--- config.mk ---
export PLATFORM = sky130hd
export DESIGN_NAME = im_loader
export DESIGN_NICKNAME = d
export VERILOG_FILES = /design/src/rtl/im_loader.sv
export SDC_FILE = /design/constraint.sdc
export NUM_CORES = 1
export LEC_CHECK = 0
export CORE_MARGIN = 2
export CORE_UTILIZATION = 46
export DETAILED_ROUTE_END_ITERATION = 8
export PLACE_DENSITY = 0.78
export SLEW_MARGIN = 10
export SYNTH_ARGS = -nofsm -noshare
export SYNTH_HDL_FRONTEND = slang
export SYNTH_SLANG_ARGS = --single-unit
--- constraint.sdc ---
create_clock -name i_clk -period 2.68 [get_ports i_clk]
set_input_delay 0.67 -clock i_clk [delete_from_list [all_inputs] [get_ports i_clk]]
set_output_delay 0.67 -clock i_clk [all_outputs]
set_load 0.05 [all_outputs]
--- src/rtl/im_loader.sv ---
// -----------------------------------------------------------------------------
// im_loader: boot-time instruction-memory loader.
//
// Receives a program as a byte stream (16-bit LE word count N, then N 32-bit
// LE words), packs bytes into words, writes them to the instruction memory and
// holds the CPU (o_cpu_run=0) until a complete, valid image has been written.
// Also owns the memory address mux between the loader and the CPU fetch path.
//
// Optional feature, macro IM_LOADER_CSUM_EN: a trailing checksum byte (XOR of
// all header and data bytes) is required after the last word; a mismatch sets
// o_load_err and leaves the CPU stalled.
//
// Ports:
//   i_clk          system clock
//   i_rst          asynchronous, active-high reset
//   i_load_start   single-cycle pulse, begins a load (ignored while busy)
//   i_byte_valid   i_byte_data valid this cycle
//   i_byte_data    stream byte
//   o_byte_ready   loader accepts a byte this cycle
//   i_cpu_addr     IF-stage fetch byte address
//   o_mem_addr     byte address to instruction memory
//   o_mem_we       memory write enable, one cycle per word
//   o_mem_wdata    word to write
//   o_cpu_run      1 = CPU may execute
//   o_load_busy    load in progress
//   o_load_err     sticky error, cleared by the next accepted load start
// -----------------------------------------------------------------------------
module im_loader #(
    parameter int unsigned NMEM = 256,
    parameter int unsigned AW   = 8
) (
    input  logic        i_clk,
    input  logic        i_rst,
    input  logic        i_load_start,
    input  logic        i_byte_valid,
    input  logic [7:0]  i_byte_data,
    output logic        o_byte_ready,
    input  logic [31:0] i_cpu_addr,
    output logic [31:0] o_mem_addr,
    output logic        o_mem_we,
    output logic [31:0] o_mem_wdata,
    output logic        o_cpu_run,
    output logic        o_load_busy,
    output logic        o_load_err
);

    typedef enum logic [2:0] {
        StIdle,
        StHdr0,
        StHdr1,
        StData,
        StWrite,
        StDone,
        StCsum
    } state_e;

    // State entered once the image body is complete (or empty).
`ifdef IM_LOADER_CSUM_EN
    localparam state_e StFinish = StCsum;
`else
    localparam state_e StFinish = StDone;
`endif

    state_e        r_state;
    state_e        w_state_d;
    logic [15:0]   r_count;
    logic [AW-1:0] r_word_idx;
    logic [1:0]    r_byte_idx;
    logic [31:0]   r_word;
    logic          r_cpu_run;
    logic          r_load_err;

    logic          w_xfer;
    logic [15:0]   w_hdr_n;
    logic          w_too_big;
    logic          w_last_word;

`ifdef IM_LOADER_CSUM_EN
    logic [7:0]    r_csum;
    logic          w_csum_ok;
`endif

    assign w_xfer      = i_byte_valid & o_byte_ready;
    // Full word count as it will be once the high header byte is latched.
    assign w_hdr_n     = {i_byte_data, r_count[7:0]};
    assign w_too_big   = 32'(w_hdr_n) > NMEM;
    assign w_last_word = (32'(r_word_idx) + 32'd1) == 32'(r_count);

`ifdef IM_LOADER_CSUM_EN
    assign w_csum_ok   = (i_byte_data == r_csum);
`endif

    // Next-state and handshake decode.
    always_comb begin
        w_state_d    = r_state;
        o_byte_ready = 1'b0;
        unique case (r_state)
            StIdle: begin
                if (i_load_start) w_state_d = StHdr0;
            end
            StHdr0: begin
                o_byte_ready = 1'b1;
                if (i_byte_valid) w_state_d = StHdr1;
            end
            StHdr1: begin
                o_byte_ready = 1'b1;
                if (i_byte_valid) begin
                    if (w_hdr_n == 16'd0) w_state_d = StFinish;
                    else if (w_too_big)   w_state_d = StIdle;
                    else                  w_state_d = StData;
                end
            end
            StData: begin
                o_byte_ready = 1'b1;
                if (i_byte_valid && r_byte_idx == 2'd3) w_state_d = StWrite;
            end
            StWrite: begin
                w_state_d = w_last_word ? StFinish : StData;
            end
            StDone: begin
                w_state_d = StIdle;
            end
`ifdef IM_LOADER_CSUM_EN
            StCsum: begin
                o_byte_ready = 1'b1;
                if (i_byte_valid) w_state_d = w_csum_ok ? StDone : StIdle;
            end
`endif
            default: begin
                w_state_d = StIdle;
            end
        endcase
    end

    always_ff @(posedge i_clk or posedge i_rst) begin
        if (i_rst) begin
            r_state    <= StIdle;
            r_count    <= '0;
            r_word_idx <= '0;
            r_byte_idx <= '0;
            r_word     <= '0;
            r_cpu_run  <= 1'b0;
            r_load_err <= 1'b0;
        end else begin
            r_state <= w_state_d;
            case (r_state)
                StIdle: begin
                    if (i_load_start) begin
                        r_load_err <= 1'b0;
                        r_cpu_run  <= 1'b0;
                        r_word_idx <= '0;
                        r_byte_idx <= '0;
                    end
                end
                StHdr0: begin
                    if (w_xfer) r_count[7:0] <= i_byte_data;
                end
                StHdr1: begin
                    if (w_xfer) begin
                        r_count[15:8] <= i_byte_data;
                        if (w_too_big) r_load_err <= 1'b1;
                    end
                end
                StData: begin
                    if (w_xfer) begin
                        r_word[{r_byte_idx, 3'b000} +: 8] <= i_byte_data;
                        r_byte_idx <= r_byte_idx + 2'd1;
                    end
                end
                StWrite: begin
                    r_word_idx <= r_word_idx + AW'(1);
                    r_byte_idx <= '0;
                end
                StDone: begin
                    r_cpu_run <= 1'b1;
                end
`ifdef IM_LOADER_CSUM_EN
                StCsum: begin
                    if (w_xfer && !w_csum_ok) r_load_err <= 1'b1;
                end
`endif
                default: ;
            endcase
        end
    end

`ifdef IM_LOADER_CSUM_EN
    // Running XOR over header and data bytes of the current load.
    always_ff @(posedge i_clk or posedge i_rst) begin
        if (i_rst) begin
            r_csum <= '0;
        end else if (r_state == StIdle && i_load_start) begin
            r_csum <= '0;
        end else if (w_xfer && (r_state == StHdr0 || r_state == StHdr1 || r_state == StData)) begin
            r_csum <= r_csum ^ i_byte_data;
        end
    end
`endif

    assign o_mem_we    = (r_state == StWrite);
    assign o_mem_wdata = r_word;
    assign o_load_busy = (r_state != StIdle);
    assign o_cpu_run   = r_cpu_run;
    assign o_load_err  = r_load_err;
    assign o_mem_addr  = o_load_busy ? 32'({r_word_idx, 2'b00}) : i_cpu_addr;

endmodule

==> run_results.csv <==
group,metric,value,unit
outcome,status,"finished, final reports clean",
power_and_ir_drop,finalPower,5.62,mW
clock_network,tritoncts,"done",
power_and_ir_drop,pwr-share-clk,16.2,%
cells_and_area,mostFrequentLayoutCells,"nand2_1 (108), clkdlybuf4s50_1 (77), dfrtp_1 (63)",
critical_path,cp_slowest_cell,"dfrtp_1",
critical_path,start_kind,"flip-flop",
placed_design,gp_congestion,0.814,
timing,fin_crit_sh,93.1,%
critical_path,critPathMaxStageDelay,0.50,ns
timing,slew_headroom,61.6,%
clock_network,clk_pin_slew,0.08,ns
clock_network,hold_buffers,0,
power_and_ir_drop,seq_power_share,27.0,%
timing,tightest_slew,0.575,ns
cells_and_area,diodes,0,
timing,fin_ws,0.184,ns
timing,setup_viol,0,
clock_network,numCtsBuffers,9,
yosys,yosys.area.top_type_share,48.2,%
detailed_routing,first_iter_violations,153,
yosys,synthTopCellsByArea,"dfrtp_1 (48%), nand2_1 (12%), o21ai_1 (6.4%)",
floorplan,initial_core_util,47.9,%
clock_network,cts_sinks,63,
critical_path,worstPathArrival,1.83,ns
critical_path,cp_max_fo,16,
detailed_routing,wl,9010,um
global_routing,use_met1,28.8,%
detailed_routing,final_antenna_net_count,0,
yosys,netlist_area,0.00327,mm^2
detailed_routing,first_pass_iters,4,
global_routing,grt_overflow,0,
power_and_ir_drop,switchingPower,2.59,mW
floorplan,dieArea,0.00781,mm^2
power_and_ir_drop,switching_share,46.1,%
clock_network,cts_root_buf,"clkbuf_8",
global_routing,antenna_found_initial,0,
yosys,synth-async-reset-ratio,100,%
cells_and_area,area_growth,52.6,%
critical_path,crit_family,"simple AND/OR/NAND/NOR gates",
yosys,yosys_register_bits,63,
clock_network,clockBufferDepth,2,
cells_and_area,num-nets-final,535,
yosys,ys_types,43,
timing,clock_skew,0.0129,ns
hold_path,hold_class,"flip-flop to flip-flop",
global_routing,first_global_vias,2826,
floorplan,rows,30,
timing,setup_tns,0,ns
timing,min_period,2.50,ns
global_routing,grt.total_usage,23.6,%
floorplan,die_w,88.4,um
global_routing,grt_max_degree,64,
critical_path,end_kind,"output port",
global_routing,grt_use_met2,40.3,%
clock_network,htree_levels,3,
detailed_routing,viasPerCell,5.08,
timing,rsz0062_at_grt,"no",
yosys,syn_inst,364,
floorplan,die_h,88.4,um
timing,fmax,401,MHz
cells_and_area,drive_gt1_share,15.5,%
power_and_ir_drop,p_leak,2.13,nW
timing,finalMaxSlewViolations,0,
clock_network,cts_setup_buffers,0,
power_and_ir_drop,powerDensity,1120,mW/mm^2
power_and_ir_drop,p_comb_share,56.8,%
flow_run,max_cap_violations,0,
yosys,synth_area_leader_cell,"dfrtp_1",
yosys,yosys_warnings,0,
power_and_ir_drop,max-vdd-ir-drop,0.514,mV
global_routing,top_usage_layer,"met2",
floorplan,ios,113,
placed_design,dp_hpwl,6720,um
timing,hold_viol,0,
detailed_routing,post_drt_wl_per_cell,15.4,um
global_routing,grt_pass1_wl,14000,um
critical_path,crit_type,"flip-flop to output port",
detailed_routing,vias,2976,
placed_design,portBuffers,112,
global_routing,grt_use_met3,4.38,%
placed_design,place_ws,0.180,ns
yosys,synth_edf_count,0,
critical_path,worstPathCellList,"nor3_2 > buf_4 > and2_1 > buf_12",
yosys,syn-num-nets,414,
yosys,ys_seq_area_share,48.2,%
critical_path,worstPathRequired,2.01,ns
detailed_routing,drc,0,
critical_path,critPathBufInv,2,
clock_network,insertion_delay,0.34,ns
floorplan,core,0.00683,mm^2
clock_network,cts_resized,0,
cells_and_area,layout_commonest_cell,"nand2_1",
power_and_ir_drop,p_int,3.03,mW
yosys,syn_avg_cell_area,8.99,um^2
yosys,ys.flop_type,"dfrtp_1",
worst min-delay path, stage by stage, from the launching register on:
cell	delay, ns
dfrtp_1	0.35
nand2_1	0.05
o21ai_1	0.06
power by group through the flow:
stage	Combinational (mW)	Sequential [mW]	Clock [mW]
5_1_grt	3.37	1.55	0.963
3_3_place_gp	3.14	1.52	0
2_1_floorplan	1.53	1.90	0
4_1_cts	3.21	1.51	0.927
6_report	3.19	1.52	0.911
3_5_place_dp	3.19	1.53	0
per-stage QoR:
stage | std cells | util [%] | hold slack (ns) | instance area [um^2]
after floorplan | 364 | - | 0.458 | 3270
after global placement | 570 | 69.9 | 0.468 | 4770
after detailed placement | 570 | 69.9 | 0.476 | 4770
after CTS | 586 | 73.1 | 0.491 | 4990
after global routing | 586 | 73.1 | 0.510 | 5000
final | 586 | 73.1 | 0.487 | 5000
synth_stat cells (3+ instances only):
cell type,number
nand2_1,108
dfrtp_1,63
o21ai_1,42
and2_1,25
mux2_1,16
buf_2,9
xnor2_1,9
clkbuf_1,7
nor4_1,7
xor2_1,7
ha_1,6
nor2_1,6
a21oi_1,5
nand3_1,5
nor3_1,5
and3_1,4
inv_1,4
inv_2,4
nor3b_1,3
o21ai_0,3
state kept, by name, summed over array words and instances, names as in the netlist:
register     flops
r_state          3
o_load_err       1
o_cpu_run        1
r_count         16
r_word_idx       8
r_byte_idx       2
o_mem_wdata     32
cells by family (layout without fill, tap and decap cells):
logic type,count (synthesis),after routing,share of synthesized area [%]
flops,63,63,48.2
xor+xnor,17,17,4.78
mux,17,17,5.81
simple gates,171,171,24.1
buf+inv,27,153,3.90
compound gates,63,63,10.9
fa+ha+maj,6,6,2.29
cell type report:
class                           instances  area (um^2)
Fill cell                             516         1840
Sequential cell                        63         1580
Inverter                                8         30.0
Timing Repair Buffer                  129         1480
Clock inverter                          7         97.6
Multi-Input combinational cell        274         1570
Clock buffer                            9          124
Tap cell                               96          120
worst paths after layout:
kind / start / endpoint / slack (ns) / cells after the start
setup / recovery: r_state[1]$_DFFE_PP0P_ / o_mem_addr[20] / 0.18 / 4
hold / removal: o_mem_wdata[27]$_DFFE_PP0P_ / o_mem_wdata[27]$_DFFE_PP0P_ / 0.49 / 2
setup reg to reg: r_word_idx[0]$_DFFE_PP0P_ / r_state[1]$_DFFE_PP0P_ / 0.40 / 6
hold reg to reg: o_mem_wdata[27]$_DFFE_PP0P_ / o_mem_wdata[27]$_DFFE_PP0P_ / 0.49 / 2
max in group asynchronous: i_rst / o_load_err$_DFFE_PP0P_ / 1.69 / 3
min in group asynchronous: i_rst / o_mem_wdata[30]$_DFFE_PP0P_ / 0.72 / 3
routing by layer:
metal  wire length [um]  vias to the layer above
met5                  0                        -
met4                203                        0
met3                392                       17
met2               4810                       79
met1               3600                     1421
li1                   -                     1459
(Power assumes the default switching activity.)
